--- src/rtl/uart_rx_store_pkg.sv ---
// Shared definitions for the UART receive-and-store stage: FSM encoding and
// the frame geometry that the readback stage also relies on.
package uart_rx_store_pkg;

  typedef enum logic [1:0] {
    IDLE = 2'd0,
    RECV = 2'd1,
    DONE = 2'd2,
    ERR  = 2'd3
  } state_t;

  localparam int DEFAULT_ADDR_WIDTH = 16;
  localparam int DEFAULT_NUM_BYTES  = 65536;

endpackage

--- src/rtl/uart_rx_store_if.sv ---
// Byte-in / RAM-write-out bundle of the receive-and-store stage. The slave
// modport is the store block itself; master is the surrounding system.
interface uart_rx_store_if
  import uart_rx_store_pkg::*;
#(
  parameter int ADDR_WIDTH = DEFAULT_ADDR_WIDTH
);

  logic                  Start;
  logic                  Rx_DV;
  logic [7:0]            Rx_Byte;
  logic                  Wen;
  logic [ADDR_WIDTH-1:0] Addr;
  logic [7:0]            Wdata;
  logic [ADDR_WIDTH:0]   Count;
  logic [7:0]            Sum;
  logic                  fin;
  logic                  err;

  modport master (
    output Start, Rx_DV, Rx_Byte,
    input  Wen, Addr, Wdata, Count, Sum, fin, err
  );

  modport slave (
    input  Start, Rx_DV, Rx_Byte,
    output Wen, Addr, Wdata, Count, Sum, fin, err
  );

endinterface

--- src/rtl/uart_rx_timeout.sv ---
// Saturating inter-byte watchdog. expired flags the edge on which the count
// would reach TIMEOUT_CYCLES, so the FSM can leave RECV on that same edge.
module uart_rx_timeout #(
  parameter int TIMEOUT_CYCLES = 1000000
) (
  input  logic i_Clock,
  input  logic i_Reset,
  input  logic enable,
  input  logic clear,
  output logic expired
);

  localparam int CW = (TIMEOUT_CYCLES > 1) ? $clog2(TIMEOUT_CYCLES + 1) : 1;
  localparam logic [CW-1:0] LIMIT    = CW'(TIMEOUT_CYCLES);
  localparam logic [CW-1:0] LIMIT_M1 = CW'((TIMEOUT_CYCLES > 0) ? TIMEOUT_CYCLES - 1 : 0);

  logic [CW-1:0] count;

  // NOTE: sequential state is assigned with <= so every flop samples
  // pre-edge values; the reset here is synchronous, so it lives inside the
  // clocked branch rather than in the sensitivity list.
  always_ff @(posedge i_Clock) begin
    if (i_Reset || clear) begin
      count <= '0;
    end else if (enable && count != LIMIT) begin
      count <= count + 1'b1;
    end
  end

  assign expired = (TIMEOUT_CYCLES != 0) && enable && (count == LIMIT_M1);

endmodule

--- src/rtl/uart_rx_store.sv ---
// Writes a frame of UART bytes into RAM at sequential addresses, keeping a
// byte count and modulo-256 checksum, and flags completion or timeout.
module uart_rx_store
  import uart_rx_store_pkg::*;
#(
  parameter int ADDR_WIDTH     = DEFAULT_ADDR_WIDTH,
  parameter int NUM_BYTES      = DEFAULT_NUM_BYTES,
  parameter int TIMEOUT_CYCLES = 1000000
) (
  input  logic            i_Clock,
  input  logic            i_Reset,
  uart_rx_store_if.slave  bus
);

  localparam int CNT_W = ADDR_WIDTH + 1;
  localparam logic [CNT_W-1:0] FRAME_LEN = CNT_W'(NUM_BYTES);

  state_t                state;
  logic                  wen;
  logic [ADDR_WIDTH-1:0] addr;
  logic [7:0]            wdata;
  logic [CNT_W-1:0]      count;
  logic [7:0]            sum;
  logic                  fin;
  logic                  err;

  logic             start_accept;
  logic             byte_accept;
  logic             expired;
  logic [CNT_W-1:0] count_next;

  assign start_accept = (state != RECV) && !bus.Start;
  assign byte_accept  = (state == RECV) && bus.Rx_DV;
  assign count_next   = count + 1'b1;

  uart_rx_timeout #(
    .TIMEOUT_CYCLES (TIMEOUT_CYCLES)
  ) u_timeout (
    .i_Clock (i_Clock),
    .i_Reset (i_Reset),
    .enable  (state == RECV),
    .clear   (start_accept || byte_accept),
    .expired (expired)
  );

  always_ff @(posedge i_Clock) begin
    if (i_Reset) begin
      state <= IDLE;
      wen   <= 1'b0;
      addr  <= '0;
      wdata <= '0;
      count <= '0;
      sum   <= '0;
      fin   <= 1'b0;
      err   <= 1'b0;
    end else begin
      // NOTE: Wen defaults low every clock so it can only ever be a
      // single-cycle pulse per accepted byte.
      wen <= 1'b0;
      unique case (state)
        IDLE, DONE, ERR: begin
          if (!bus.Start) begin
            state <= RECV;
            count <= '0;
            sum   <= '0;
            fin   <= 1'b0;
            err   <= 1'b0;
          end
        end
        RECV: begin
          // A strobe on the same edge as the timeout still counts as a byte.
          if (bus.Rx_DV) begin
            wen   <= 1'b1;
            wdata <= bus.Rx_Byte;
            addr  <= count[ADDR_WIDTH-1:0];
            sum   <= sum + bus.Rx_Byte;
            count <= count_next;
            if (count_next == FRAME_LEN) begin
              state <= DONE;
              fin   <= 1'b1;
            end
          end else if (expired) begin
            state <= ERR;
            err   <= 1'b1;
          end
        end
        default: state <= IDLE;
      endcase
    end
  end

  assign bus.Wen   = wen;
  assign bus.Addr  = addr;
  assign bus.Wdata = wdata;
  assign bus.Count = count;
  assign bus.Sum   = sum;
  assign bus.fin   = fin;
  assign bus.err   = err;

endmodule

--- src/flat_wrapper.sv ---
// flat-port wrapper written by rule: the top's interface ports become plain ports
module uart_rx_store_flat import uart_rx_store_pkg::*;
#(
  parameter int ADDR_WIDTH     = DEFAULT_ADDR_WIDTH,
  parameter int NUM_BYTES      = DEFAULT_NUM_BYTES,
  parameter int TIMEOUT_CYCLES = 1000000
)
  (i_Clock, i_Reset, bus_Start, bus_Rx_DV, bus_Rx_Byte, bus_Wen, bus_Addr, bus_Wdata, bus_Count, bus_Sum, bus_fin, bus_err);
  uart_rx_store_if #(.ADDR_WIDTH(ADDR_WIDTH)) bus_i ();
  input  logic i_Clock;
  input  logic i_Reset;
  input wire logic [$bits(bus_i.Start)-1:0] bus_Start;
  input wire logic [$bits(bus_i.Rx_DV)-1:0] bus_Rx_DV;
  input wire logic [$bits(bus_i.Rx_Byte)-1:0] bus_Rx_Byte;
  output wire logic [$bits(bus_i.Wen)-1:0] bus_Wen;
  output wire logic [$bits(bus_i.Addr)-1:0] bus_Addr;
  output wire logic [$bits(bus_i.Wdata)-1:0] bus_Wdata;
  output wire logic [$bits(bus_i.Count)-1:0] bus_Count;
  output wire logic [$bits(bus_i.Sum)-1:0] bus_Sum;
  output wire logic [$bits(bus_i.fin)-1:0] bus_fin;
  output wire logic [$bits(bus_i.err)-1:0] bus_err;
  assign bus_i.Start = bus_Start;
  assign bus_i.Rx_DV = bus_Rx_DV;
  assign bus_i.Rx_Byte = bus_Rx_Byte;
  assign bus_Wen = bus_i.Wen;
  assign bus_Addr = bus_i.Addr;
  assign bus_Wdata = bus_i.Wdata;
  assign bus_Count = bus_i.Count;
  assign bus_Sum = bus_i.Sum;
  assign bus_fin = bus_i.fin;
  assign bus_err = bus_i.err;
  uart_rx_store #(.ADDR_WIDTH(ADDR_WIDTH), .NUM_BYTES(NUM_BYTES), .TIMEOUT_CYCLES(TIMEOUT_CYCLES)) u_core (.i_Clock(i_Clock), .i_Reset(i_Reset), .bus(bus_i));
endmodule
--- config.mk ---
export PLATFORM = sky130hd
export DESIGN_NAME = uart_rx_store_flat
export DESIGN_NICKNAME = d
export VERILOG_FILES = /design/src/rtl/uart_rx_store_pkg.sv /design/src/rtl/uart_rx_store_if.sv /design/src/rtl/uart_rx_timeout.sv /design/src/rtl/uart_rx_store.sv /design/src/flat_wrapper.sv
export SDC_FILE = /design/constraint.sdc
export NUM_CORES = 1
export LEC_CHECK = 0
export CAP_MARGIN = 10
export CORE_UTILIZATION = 41
export DETAILED_ROUTE_END_ITERATION = 6
export GPL_TIMING_DRIVEN = 0
export PLACE_DENSITY_LB_ADDON = 0.08
export SLEW_MARGIN = 20
export SYNTH_ARGS = -nofsm -noshare
export SYNTH_HDL_FRONTEND = slang
export SYNTH_SLANG_ARGS = --single-unit
--- constraint.sdc ---
create_clock -name i_Clock -period 3.7 [get_ports i_Clock]
set_clock_uncertainty 0.2 [all_clocks]
set_input_delay 0.37 -clock i_Clock [delete_from_list [all_inputs] [get_ports i_Clock]]
set_output_delay 0.37 -clock i_Clock [all_outputs]
set_load 0.01 [all_outputs]
==> results.yml <==
grt:
  grt_pass1_vias: 2879
  grt_usage_pct: 20.6
  overflow: 0
  antenna_found_initial: 0
  grt_max_degree: 12
  grt_pass1_wl_um: 14300
timing:
  maxSlewHeadroom_pct: 57.0
  setup_viol: 0
  period_needed_ps: 2570
  finalHoldViolCount: 0
  timing.final.crit_share_pct: 69.5
  drv_slew: 0
  clock.fmax_mhz: 389
  rsz0062_at_grt: "no"
  setup_slack_ps: 1130
  tns_ps: 0
  worst_pin_slew_ps: 639
floorplan:
  initial_core_util_pct: 42.8
  die_w_um: 95.1
  io_pins: 64
  fp.coreArea_um2: 8300
  num_rows: 33
  dieHeight_um: 95.1
  dieArea_um2: 9040
setup_path:
  crit_required_ps: 3730
  cp-start-kind: "register"
  crit_path_end_kind: "register"
  path_buf_inv: 0
  slowest_stage: "dfxtp_1"
  worstPathMaxFanout: 10
  max_stage_delay_ps: 560
  crit_chain: "ha_1, nand3_1, nor2_1, nand4b_1, a22oi_2, nand4_2, o221a_1"
  worst-setup-path-type: "register to register"
  arrival_ps: 2600
  critPathTopFamily: "simple AND/OR/NAND/NOR gates"
drt:
  dr.pass1.iters: 4
  drc_errors: 0
  finalWirelength_um: 8700
  viasPerCell: 5.32
  num_vias: 3248
  final_antenna_net_count: 0
  wire_per_inst_um: 14.2
  dr.first_iter.drc_count: 126
run:
  max_cap_viol_count: 0
logic_synthesis:
  synth_fp_nets: 452
  synth_flop_cell: "dfxtp_1"
  synth_cell_type_count: 56
  synth_edf_count: 0
  synth-warning-count: 0
  ys_seq_area_share_pct: 41.7
  async_flop_share_pct: 0
  synth.avg_cell_area_um2: 8.30
  synthCells: 428
  synth-seq-cells: 74
  synthesis.area_um2: 3550
power_and_ir_drop:
  switching_share_pct: 25.2
  ir_worst_vdd_mv: 0.181
  p_per_area_nw_per_um2: 328
  internal_power_mw: 1.10
  combPwrFrac_pct: 8.4
  seqPwrFrac_pct: 55.5
  clockPowerShare_pct: 36.1
  switching_power_uw: 370
  leakage_nw: 1.59
  totalPowerFinal_mw: 1.47
place:
  gp_congestion: 0.874
  dp_slack_ps: 993
  portBuffers: 63
  dp_hpwl_um: 6180
clock_network:
  clkSlewWorstSetupHoldPaths_ps: 70
  cts_tree: "done"
  cts_hold_buf: 0
  clkSinkCount: 74
  root_buffer: "clkbuf_8"
  clock_path_buffers: 2
  post_cts_buffers: 0
  htree_num_levels: 3
  cts_resized: 0
  cts_buffers: 9
  clkLatencyLatePin_ps: 340
cells_and_area:
  antenna_cells: 0
  drive_above_1_share_pct: 6.92
  area_growth_pct: 25.7
  fin_nets: 526
status:
  outcome: "finished, final reports clean"
worst_hold_path:
  hp-class: "register to register"
-- routing by layer --
layer,part of all wire [%],routed length (um),vias to the layer above,track usage [%]
met5,0,0,-,0
met2,44,3820,82,31.7
met3,6.1,530,11,6.06
met1,49,4240,1511,28.2
li1,-,-,1644,-
met4,1.3,111,0,5.30
-- power groups by stage --
stage          clock, mW  sequential [mW]  combinational, mW
2_1_floorplan          0            0.836             0.0649
3_3_place_gp           0            0.833              0.121
3_5_place_dp           0            0.833              0.123
4_1_cts            0.546            0.815              0.124
5_1_grt            0.583            0.817              0.138
6_report           0.529            0.815              0.123
-- area by class of cell --
cell class / instances / area [um^2]
Clock buffer: 12 / 135
Buffer: 25 / 106
Tap cell: 105 / 131
Timing Repair Buffer: 63 / 631
Fill cell: 796 / 3830
Sequential cell: 74 / 1480
Multi-Input combinational cell: 318 / 1920
Inverter: 11 / 41.3
Clock inverter: 3 / 17.5
-- worst paths after layout --
path | end | slack (ps) | cells after the start | start
hold reg to reg | u_core.bus.Addr[12]$_SDFFE_PP0P_ | 250 | 2 | u_core.bus.Addr[12]$_SDFFE_PP0P_
setup reg to reg | u_core.state[0]$_SDFFE_PP0P_ | 1130 | 7 | u_core.bus.Count[0]$_SDFFE_PP0P_
setup / recovery | u_core.state[0]$_SDFFE_PP0P_ | 1130 | 7 | u_core.bus.Count[0]$_SDFFE_PP0P_
hold / removal | u_core.bus.Addr[12]$_SDFFE_PP0P_ | 250 | 2 | u_core.bus.Addr[12]$_SDFFE_PP0P_
-- state kept, by name (all words and copies together) (netlist names) --
register	flops
u_core.bus.fin	1
u_core.bus.Wdata	8
u_core.bus.Addr	16
u_core.bus.Wen	1
u_core.bus.err	1
u_core.state	2
u_core.u_timeout.count	20
u_core.bus.Sum	8
u_core.bus.Count	17
-- through the flow --
step	hold slack [ps]	util, %	std cells	instance area [um^2]
2_1_floorplan	271	-	428	3550
3_3_place_gp	242	52.0	596	4320
3_5_place_dp	246	52.0	596	4320
4_1_cts	256	53.8	611	4470
5_1_grt	281	53.8	611	4470
6_report	254	53.8	611	4470
-- cells in the final DEF, fill, tap and decap left out, drive strengths merged, types with 5 or more instances in the layout --
cell / synthesis / routed
a21oi: 33 / 33
and2: 6 / 6
and3: 7 / 7
buf: 10 / 10
clkbuf: 15 / 27
clkdlybuf4s50: 0 / 63
dfxtp: 74 / 74
ha: 11 / 11
inv: 11 / 11
nand2: 79 / 79
nand3: 15 / 15
nand4: 11 / 11
nor2: 30 / 30
nor3: 5 / 5
nor4: 5 / 5
o21ai: 36 / 36
xnor2: 10 / 10
xor2: 16 / 16
-- cells by family after synthesis --
| family | Yosys count | share of synthesized area (%) |
|---|---|---|
| simple gates | 178 | 25.8 |
| compound gates | 99 | 16.7 |
| flops | 74 | 41.7 |
| buf+inv | 36 | 4.15 |
| xor+xnor | 26 | 6.41 |
| fa+ha+maj | 12 | 4.44 |
| mux | 3 | 0.845 |
-- Yosys cell counts, types with 2 or more instances --
cell type | instances | share of area (%)
dfxtp_1 | 74 | 42
and3_1 | 7 | 1.2
buf_2 | 10 | 1.4
and4_1 | 3 | 0.74
nor2_1 | 30 | 3.2
nor4_1 | 3 | 0.53
nor2b_1 | 2 | 0.35
a22o_1 | 4 | 0.99
nand4_4 | 2 | 1.2
nand2_1 | 79 | 8.3
and2_1 | 6 | 1.1
a21boi_0 | 2 | 0.42
nand4_1 | 8 | 1.4
a21oi_1 | 33 | 4.6
inv_1 | 10 | 1.1
clkbuf_1 | 15 | 1.6
a31oi_1 | 4 | 0.70
a211oi_1 | 3 | 0.63
a21o_1 | 3 | 0.63
nand3_1 | 14 | 2.0
mux2i_1 | 3 | 0.85
ha_1 | 11 | 3.9
o21ai_0 | 35 | 4.9
xor2_1 | 16 | 3.9
nor3_1 | 5 | 0.70
xnor2_1 | 10 | 2.5
nand4b_1 | 2 | 0.49
o211ai_1 | 2 | 0.42
nand2b_1 | 2 | 0.35
o41ai_1 | 4 | 0.99
-- worst min-delay path: stages (launching register included) --
cell and delay (ps):
dfxtp_1 310, nand2_1 50, a21oi_1 50
Power figures use the tool's default switching activity.
